`src/rtl/sweep_gen.sv`:
```
// Frequency sweep generator: steps an FFT bin index on synchronized point requests and
// drives a DDS phase accumulator. Optional macro PHASE_RESET_ON_STEP_EN restarts phase at 0 per point.
module sweep_gen #(
    parameter logic [15:0] INDEX_START  = 16'd1,
    parameter logic [15:0] INDEX_STEP   = 16'd1,
    parameter logic [15:0] INDEX_MAX    = 16'd2751,
    parameter logic [31:0] PINC_PER_BIN = 32'd34360
) (
    input  logic        clk_50m,
    input  logic        rst,
    input  logic        learn_en,
    input  logic        next_freq,
    output logic [15:0] freq,
    output logic [31:0] pinc,
    output logic [9:0]  dds_addr,
    output logic        dds_en,
    output logic        sweep_done
);

    localparam logic [1:0] S_IDLE = 2'd0;
    localparam logic [1:0] S_ARM  = 2'd1;
    localparam logic [1:0] S_RUN  = 2'd2;
    localparam logic [1:0] S_DONE = 2'd3;

    logic        learn_s1_q, learn_s2_q, learn_h_q;
    logic        nf_s1_q, nf_s2_q, nf_h_q;
    logic [1:0]  state_q, state_d;
    logic [15:0] freq_q, freq_d;
    logic [31:0] pinc_q, pinc_d;
    logic [31:0] phase_q, phase_d;
    logic        first_pt_q, first_pt_d;
    logic        stepped;
    logic [16:0] step_sum;
    logic        learn_rise, learn_fall, nf_rise;

    assign learn_rise = learn_s2_q & ~learn_h_q;
    assign learn_fall = ~learn_s2_q & learn_h_q;
    assign nf_rise    = nf_s2_q & ~nf_h_q;
    // 17-bit sum so a step past 16'hFFFF saturates instead of wrapping
    assign step_sum   = {1'b0, freq_q} + {1'b0, INDEX_STEP};

    always_comb begin
        state_d    = state_q;
        freq_d     = freq_q;
        first_pt_d = first_pt_q;
        stepped    = 1'b0;
        case (state_q)
            S_IDLE: begin
                freq_d     = '0;
                first_pt_d = 1'b0;
                if (learn_rise) state_d = S_ARM;
            end
            S_ARM: begin
                if (learn_fall) begin
                    state_d = S_IDLE;
                    freq_d  = '0;
                end else begin
                    state_d    = S_RUN;
                    freq_d     = INDEX_START;
                    first_pt_d = 1'b1;
                end
            end
            S_RUN: begin
                // abort wins over a coincident point request
                if (learn_fall) begin
                    state_d    = S_IDLE;
                    freq_d     = '0;
                    first_pt_d = 1'b0;
                end else if (nf_rise) begin
                    if (first_pt_q) begin
                        first_pt_d = 1'b0;
                    end else if (step_sum < {1'b0, INDEX_MAX}) begin
                        freq_d  = step_sum[15:0];
                        stepped = 1'b1;
                    end else begin
                        freq_d  = INDEX_MAX;
                        state_d = S_DONE;
                    end
                end
            end
            default: begin
                freq_d = INDEX_MAX;
                if (learn_fall) begin
                    state_d = S_IDLE;
                    freq_d  = '0;
                end
            end
        endcase
    end

    assign pinc_d = PINC_PER_BIN * {16'd0, freq_q};

`ifdef PHASE_RESET_ON_STEP_EN
    logic step_q;

    always_ff @(posedge clk_50m) begin
        if (rst) step_q <= 1'b0;
        else     step_q <= stepped;
    end

    always_comb begin
        phase_d = '0;
        if (state_q == S_RUN && state_d == S_RUN && !step_q) phase_d = phase_q + pinc_q;
    end
`else
    logic unused_stepped;
    assign unused_stepped = stepped;

    always_comb begin
        phase_d = '0;
        if (state_q == S_RUN && state_d == S_RUN) phase_d = phase_q + pinc_q;
    end
`endif

    always_ff @(posedge clk_50m) begin
        if (rst) begin
            learn_s1_q <= 1'b0;
            learn_s2_q <= 1'b0;
            learn_h_q  <= 1'b0;
            nf_s1_q    <= 1'b0;
            nf_s2_q    <= 1'b0;
            nf_h_q     <= 1'b0;
            state_q    <= S_IDLE;
            freq_q     <= '0;
            pinc_q     <= '0;
            phase_q    <= '0;
            first_pt_q <= 1'b0;
        end else begin
            learn_s1_q <= learn_en;
            learn_s2_q <= learn_s1_q;
            learn_h_q  <= learn_s2_q;
            nf_s1_q    <= next_freq;
            nf_s2_q    <= nf_s1_q;
            nf_h_q     <= nf_s2_q;
            state_q    <= state_d;
            freq_q     <= freq_d;
            pinc_q     <= pinc_d;
            phase_q    <= phase_d;
            first_pt_q <= first_pt_d;
        end
    end

    assign freq       = freq_q;
    assign pinc       = pinc_q;
    assign dds_addr   = phase_q[31:22];
    assign dds_en     = (state_q == S_RUN);
    assign sweep_done = (state_q == S_DONE);

endmodule

```
`config.mk`:
```
export PLATFORM = sky130hd
export DESIGN_NAME = sweep_gen
export DESIGN_NICKNAME = d
export VERILOG_FILES = /design/src/rtl/sweep_gen.sv
export SDC_FILE = /design/constraint.sdc
export NUM_CORES = 1
export LEC_CHECK = 0
export ABC_CLOCK_PERIOD_IN_PS = 11750
export CAP_MARGIN = 0
export CORE_ASPECT_RATIO = 2
export CORE_UTILIZATION = 46
export CTS_BUF_LIST = sky130_fd_sc_hd__clkbuf_16
export DETAILED_ROUTE_END_ITERATION = 16
export HOLD_SLACK_MARGIN = 0.12
export PLACE_DENSITY = 0.7
export SYNTH_ARGS = -nofsm -noshare
export SYNTH_HDL_FRONTEND = slang
export SYNTH_SLANG_ARGS = --single-unit
```
`constraint.sdc`:
```
create_clock -name clk_50m -period 11.75 [get_ports clk_50m]
set_input_delay 2.35 -clock clk_50m [delete_from_list [all_inputs] [get_ports clk_50m]]
set_output_delay 2.35 -clock clk_50m [all_outputs]
set_load 0.01 [all_outputs]
```
; ---- Word-level counts from Yosys, hierarchy flattened
; Index checks and enable logic that the tools add are counted.
[word_totals]
ff_bits = 89
inputBits = 4
output_inout_bits = 60
[op_classes]
addsub = 2
bitwise_logic = 7
mul = 1
reduce_logical = 6
magnitude_cmp = 1
n_eq_ne = 7
muxes = 19
[ops]
columns = operator, count
row1 = $mux 16, 4
row2 = $pmux 16 s3, 1
row3 = $add 32x32->32, 1
row4 = $mul 13x16->29 const A, 1
row5 = $add 16x1->17 const B, 1
row6 = $lt 17x12->1 const B, 1
row7 = $mux 2, 7
row8 = $mux 12, 1
row9 = $eq 2x2->1 const B, 3
row10 = $pmux 2 s3, 1
row11 = $mux 1, 4
row12 = $not 1->1, 4
row13 = $and 1x1->1, 3
row14 = $ne 3x1->1 const B, 1
row15 = $ne 3x2->1 const B, 1
row16 = $pmux 1 s3, 1
row17 = $reduce_and 3->1, 1
row18 = $reduce_bool 3->1, 1
row19 = $eq 2x1->1 const B, 1
row20 = $logic_not 2->1, 1
row21 = $ne 2x2->1 const B, 1
row22 = $reduce_and 2->1, 1
row23 = $reduce_or 2->1, 1
row24 = $logic_and 1x1->1, 1

; ---- Depth between registers and ports, before layout
; Gate-level depths: netlist of run 1.
[depth]
depth_word = 11
ltp_mapped = 19

; ---- Worst setup path after synthesis of run 1
; No wires, ideal clock.
[synth_timing]
path_kind = reg-to-reg
start = reg freq_q[11], in the netlist freq[11]
end = reg pinc_q[28], in the netlist pinc[28]
n_path_buf = 0
path_slack_ns = 7.032
setup_time_ns = 0.123
path_stages_with_launch = 17
synth_period_minus_slack_ns = 4.718
t_arrival_ns = 4.595
required_ns = 11.627
path_cell_list = dfxtp_1 > ha_1 > fa_1 > ha_1 > inv_1 > fa_1 > fa_1 > inv_1 > ha_1 > a21oi_1 > o21ai_1 > or4_1 > o21ai_1 > o21ai_1 > a211oi_2 > a21oi_1 > mux2_1
[synth_via]
elab_chain_len = 1
[synth_rtl]
columns = element, line_no
row1 = from (decl), 28  ; logic [15:0] freq_q, freq_d;
row2 = from (signal assigned), 136  ; freq_q <= freq_d;
row3 = $mul 13x16->29, 91  ; assign pinc_d = PINC_PER_BIN * {16'd0, freq_q};
row4 = to (signal assigned), 137  ; pinc_q <= pinc_d;
row5 = to (decl), 29  ; logic [31:0] pinc_q, pinc_d;
; Every way passes these cells.
; A chain may end at the register's enable or synchronous reset.

; ---- Final worst setup path of run 1
; Ends and elaborated chain as after synthesis.

==> metrics.md, run 1 <==
| Metric | Value |
|---|---|
| Run status | finished clean |
| Worst path arrival time | about 5.4 ns |
| CTS tree | built |
| Yosys reg bits | between 80 and 90 |
| H-tree depth | 3 |
| Max-slew headroom | 0.434 |
| Gate Count Post-Synth | about 860 |
| All-Layer GR Usage | 0.224 |
| Clock group share of total power | 0.492 |
| Drt initial violations | roughly 200 |
| Max Clock Freq | around 0.19 GHz |
| Die height | 183 um |
| Sw frac | 0.236 |
| CP Data Required Time | ~12 ns |
| Final worst-path cycle share | 0.437 |
| P_leak | roughly 0.0042 uW |
| Clk sinks | 83 |
| Cell Area, Synth | between 7000 and 8000 sq um |
| FFs w/ async S/R, synth | 0 |
| DRC errors left | 0 |
| Peak VDD IR | between 0.06 and 0.07 mV |
| Clock transition at the registers of the reported paths | roughly 0.06 ns |
| Crit path time final | 5.13 ns |
| N_diodes | 0 |
| First-pass GRT wire length | just under 30000 um |
| Avg Vias per Cell | 5.47 |
| Final nets | between 1000 and 1500 |
| Placed Area | roughly 8000 sq um |
| Synth unique cells | 69 |
| Worst slew pin tran | ~0.84 ns |
| Hold buffers post-CTS | 0 |
| Largest net degree at the start of global routing | just over 50 |
| RSZ-0062 raised after global routing | no |
| Initial antenna violation count | 0 |
| Number of global-route vias before repair | 6371 |
| DR pass1 iterations | 4 |
| TNS Setup | 0 ns |
| Starting Density | 0.475 |
| # Max-Cap Violations | 0 |
| Die area | about 17000 sq um |
| Final setup viols | 0 |
| Count leader, synth | ha_1 |
| Power share of the combinational group | 0.055 |
| Synthesis warning total | 0 |
| Antenna viol nets, final | 0 |
| PwrDens | around 74 nW/um^2 |
| Layout area overhead | 13.4% |
| Hpwl dp | approximately 15000 um |
| Vias | slightly above 6000 |
| Post-synth top flop | dfxtp_1 |
| Setup ws final | 6.62 ns |
| Net Sw Power | 151 uW |
| # resized after CTS | 0 |
| DR WL/cell | between 15 and 20 um |
| FILL cells | 1474 |
| CP startpoint kind | flip-flop |
| Seq/Total Area, Yosys | 0.220 |
| Clock tree buffer depth | 2 |
| Fin area | about 8500 sq um |
| Endpoints failing hold | 0 |
| CTS root buf | clkbuf_16 |
| Area share of the largest cell type after synthesis | 0.220 |
| Hold Crit Class | flip-flop to flip-flop |
| # port buffers | 60 |
| Residual overflow from global routing | 0 |
| # IOs | 64 |
| Worst setup path category | flip-flop to flip-flop |
| Internal Power | about 490 uW |
| Mapped Avg Cell Area | just under 9 sq um |
| EDFF count, synth | 0 |
| Die width | approximately 93 um |
| Setup Buffers After CTS | 0 |
| Crit end category | flip-flop |
| Seq pwr share | 0.453 |
| Post-Place Worst Slack | roughly 6.6 ns |
| Max-slew violations | 0 |
| Layout cell share with drive strength beyond 1 | 0.0394 |
| Top cells by count, synth | ha_1, inv_1, dfxtp_1 |
| Core area | 15900 sq um |
| Worst hold slack | ~0.46 ns |
| Worst-path fanout max | 13 |
| Row cnt | 65 |
| Biggest area consumer among synthesized cells | dfxtp_1 |
| CTS Buf Count | 9 |
| Synth area leaders | dfxtp_1, ha_1, fa_1 |
| Final wirelength | between 15000 and 20000 um |
| Final Skew | a little over 0.01 ns |
| Clk_lat worst skew | ~0.35 ns |
| Final Wtd Congestion | about 0.92 |
-- registers in the layout (all words and copies together) (netlist names) --
signal	flops
phase_q	29
learn_s1_q	1
state_q	2
pinc	29
nf_s2_q	1
freq	16
nf_h_q	1
learn_h_q	1
first_pt_q	1
learn_s2_q	1
nf_s1_q	1
-- cell type report --
| cell class | count | area (sq um) | area share |
|---|---|---|---|
| Tap cell | 201 | 251 | 0.0294 |
| Clock buffer | 9 | 225 | 0.0263 |
| Multi-Input combinational cell | 636 | 5260 | 0.616 |
| Sequential cell | 83 | 1660 | 0.194 |
| Clock inverter | 7 | 98.8 | 0.0116 |
| Inverter | 117 | 439 | 0.0514 |
| Timing Repair Buffer | 62 | 611 | 0.0714 |
-- placed cells by master, fill, tap and decap left out, types with 10 or more instances in the layout --
cell type,Yosys,routed
ha_1,124,124
inv_1,117,117
dfxtp_1,83,83
nor2_1,76,76
clkdlybuf4s50_1,0,59
a21oi_1,57,57
fa_1,44,44
nand2_1,40,40
o21ai_0,32,32
xnor2_1,26,26
a21o_1,25,25
nand3_1,21,21
xor2_1,19,19
nor3_1,18,18
nor2b_1,17,17
o21a_1,10,10
nand2b_1,10,10
-- final timing paths --
path                            slack (ns)         end  cells after the start       start
worst max-delay path                  6.62    pinc[28]                     16    freq[11]
worst min-delay path                  0.46  learn_s2_q                      1  learn_s1_q
worst min register to register        0.46  learn_s2_q                      1  learn_s1_q
worst max register to register        6.62    pinc[28]                     16    freq[11]
-- power by group through the flow --
stage | logic [uW] | registers [uW] | clock network [uW]
3_5_place_dp | 35.1 | 295 | 0
6_report | 35.1 | 288 | 313
3_3_place_gp | 34.7 | 295 | 0
5_1_grt | 39.3 | 289 | 330
2_1_floorplan | 24.4 | 294 | 0
4_1_cts | 35.3 | 288 | 322
-- stage by stage --
step | std cells | total power, uW | util
3_3_place_gp | 1099 | 329 | 0.519
3_5_place_dp | 1099 | 330 | 0.519
6_report | 1115 | 637 | 0.539
2_1_floorplan | 865 | 318 | -
4_1_cts | 1115 | 645 | 0.539
5_1_grt | 1115 | 658 | 0.539
-- critical path: stages, from the launching register on --
cell      delay, ns
dfxtp_1        0.72
ha_1           0.36
fa_1           0.44
ha_1           0.30
inv_1          0.08
fa_1           0.43
fa_1           0.54
inv_1          0.04
ha_1           0.36
a21oi_1        0.16
o21ai_1        0.11
or4_1          0.40
o21ai_1        0.22
o21ai_1        0.17
a211oi_2       0.26
a21oi_1        0.11
mux2_1         0.31
-- routing by layer --
layer	vias to the layer above	GRT usage	wire length [um]
li1	3058	-	-
met1	2898	0.220	6800
met2	98	0.432	9750
met3	45	0.0307	409
met4	0	0.134	875
met5	-	0	0
-- kinds of logic (layout without fill, tap and decap cells) --
| family | Yosys count | count (layout) | share of synthesized area |
|---|---|---|---|
| AO/OA/AOI/OAI | 187 | 187 | 0.164 |
| XOR/XNOR | 46 | 46 | 0.0544 |
| adder cells (fa/ha/maj) | 168 | 168 | 0.323 |
| buffers and inverters | 146 | 195 | 0.0823 |
| flip-flops | 83 | 83 | 0.220 |
| multiplexers | 4 | 4 | 0.00581 |
| other | 1 | 3 | 0.000498 |
| AND/OR/NAND/NOR | 228 | 228 | 0.150 |
(Power assumes the default switching activity.)
==> run 2, diff against run 1 <==
Settings changed: ABC_CLOCK_PERIOD_IN_PS 11750 to 4300, PLACE_DENSITY 0.7 to 0.72.
Clock period 11.75 ns to 4.3 ns, I/O delays scaled along.
==> metrics.md, run 2 (synthesis results as in run 1) <==
| Metric | Value |
|---|---|
| Die area | between 15000 and 20000 sq um |
| Core area | about 16000 sq um |
| Hpwl dp | between 15000 and 20000 um |
| Worst r2r path cells | 16 |
| Vias | approximately 6500 |
| Max-slew headroom | 0.430 |
| Total design power | between 1500 and 2000 uW |
| Row cnt | 65 |
| CP dominant cell by count | fa_1 |
| Final worst-path cycle share | 1.01 |
| Net Sw Power | about 430 uW |
| Power share of the combinational group | 0.064 |
| Starting Density | 0.475 |
| Crit end category | flip-flop |
| P_leak | 0.00469 uW |
| Placed Area | about 9000 sq um |
| Cell Chain, Critical Path | ha_4 -> fa_1 -> ha_1 -> inv_2 -> fa_1 -> fa_1 -> inv_2 -> ha_4 -> a21oi_4 -> o21ai_2 -> or4_4 -> o21ai_4 -> o21ai_2 -> a211oi_2 -> a21oi_1 -> mux2_1 |
| Failing checks | setup timing |
| Seq pwr share | 0.443 |
| CP startpoint kind | flip-flop |
| Endpoints failing hold | 0 |
| Worst path arrival time | ~4.6 ns |
| Buf/Inv on CP | 2 |
| CTS root buf | clkbuf_16 |
| Largest net degree at the start of global routing | 50 |
| Critical path's top delay family | adder cells |
| Number of global-route vias before repair | slightly below 7000 |
| RSZ-0062 raised after global routing | yes |
| N_diodes | 0 |
| Max-slew violations | 0 |
| Stages on worst setup path | 16 |
| Clock group share of total power | 0.493 |
| Antenna viol nets, final | 0 |
| Setup ws final | -0.0621 ns |
| Worst setup path category | flip-flop to flip-flop |
| Avg Vias per Cell | ~5.4 |
| CTS Buf Count | 9 |
| Layout area overhead | 26.6% |
| H-tree depth | 3 |
| Final Skew | 0.00989 ns |
| Run status | finished, violations left |
| Final Wtd Congestion | about 0.93 |
| DRC errors left | 0 |
| # Max-Cap Violations | 0 |
| Clk_lat worst skew | 0.35 ns |
| DR WL/cell | ~16 um |
| Final wirelength | just under 20000 um |
| PwrDens | ~180 nW/um^2 |
| Final setup viols | 3 |
| Worst-path fanout max | 4 |
| Most frequent cells in the layout | inv_1, ha_1, buf_4, nor2_1, dfxtp_1 |
| Post-Place Worst Slack | -0.182 ns |
| Worst path slowest cell | fa_1 |
| Crit path time final | 4.36 ns |
| Drt initial violations | 236 |
| First-pass GRT wire length | 31600 um |
| Area of the multi-input gates | 5510 sq um |
| DR pass1 iterations | 4 |
| Worst slew pin tran | 0.843 ns |
| Initial antenna violation count | 0 |
| # port buffers | 60 |
| Final nets | 1176 |
| Sequential cell area | 1690 sq um |
| Die height | about 180 um |
| Residual overflow from global routing | 0 |
| FILL cells | approximately 1400 |
| # IOs | 64 |
| Worst hold slack | around 0.45 ns |
| Internal Power | around 1300 uW |
| Fin area | ~9500 sq um |
| Die width | 92.5 um |
| CP Data Required Time | 4.53 ns |
| Clk sinks | 83 |
| Clock tree buffer depth | 2 |
| Max Clock Freq | roughly 0.23 GHz |
| All-Layer GR Usage | 0.239 |
| CTS tree | built |
| Sw frac | 0.243 |
| Hold Crit Class | flip-flop to flip-flop |
| Peak VDD IR | ~0.18 mV |
| Layout cell share with drive strength beyond 1 | 0.180 |
| Critical Path Max Stage Delay | roughly 0.56 ns |
| WHS Path Cells | 1 |
| Most common cell after layout, fill and taps aside | inv_1 |
| Clock transition at the registers of the reported paths | about 0.070 ns |
run 2: cell count changes in the layout (fill, tap and decap cells not counted), moves of 4 or more:
| cell | change |
|---|---|
| dfxtp_4 | +7 |
| a21oi_2 | +8 |
| dfxtp_2 | +5 |
| a21oi_1 | -9 |
| buf_4 | +94 |
| o21ai_2 | +4 |
| ha_4 | +10 |
| ha_1 | -12 |
| o21ai_0 | -4 |
| dfxtp_1 | -12 |
run 2: repair_timing:
action	CTS	global route
pin swaps	6	12
hold buffers	0	0
setup buffers	3	4
setup endpoints to repair	7	12
resized for setup	12	30
run 2: metal layers:
layer,track usage,share of wire,up-vias
li1,-,-,3236
met1,0.239,0.37,3051
met4,0.151,0.056,0
met2,0.458,0.55,149
met3,0.0257,0.030,59
met5,0,0,-
run 2: area by class of cell:
| cell class | count | area share |
|---|---|---|
| Clock inverter | 7 | 0.0104 |
| Tap cell | 201 | 0.0263 |
| Multi-Input combinational cell | 636 | 0.577 |
| Clock buffer | 9 | 0.0236 |
| Timing Repair Buffer | 157 | 0.139 |
| Inverter | 117 | 0.0460 |
| Sequential cell | 83 | 0.177 |
run 2: power groups by stage:
stage	registers (uW)	logic (uW)	clock network, uW
after global placement	800	109	0
after CTS	782	112	878
after detailed placement	800	110	0
final	782	113	869
after global routing	782	124	908
after floorplan	799	68.7	0
run 2: through the flow:
| stage | utilization | TNS, ns | cells |
|---|---|---|---|
| finish | 0.602 | -0.105 | 1210 |
| detailed placement | 0.566 | -0.407 | 1187 |
| global placement | 0.566 | -0.241 | 1187 |
| global route | 0.602 | -1.09 | 1210 |
| floorplan | - | -0.0603 | 865 |
| CTS | 0.591 | -0.0760 | 1206 |
run 2: path summary, 6_finish.rpt:
check	slack [ns]	startpoint	end
hold / removal	0.45	nf_s1_q	nf_s2_q
hold reg to reg	0.45	nf_s1_q	nf_s2_q
setup / recovery	-0.06	freq[10]	pinc[28]
setup reg to reg	-0.06	freq[10]	pinc[28]
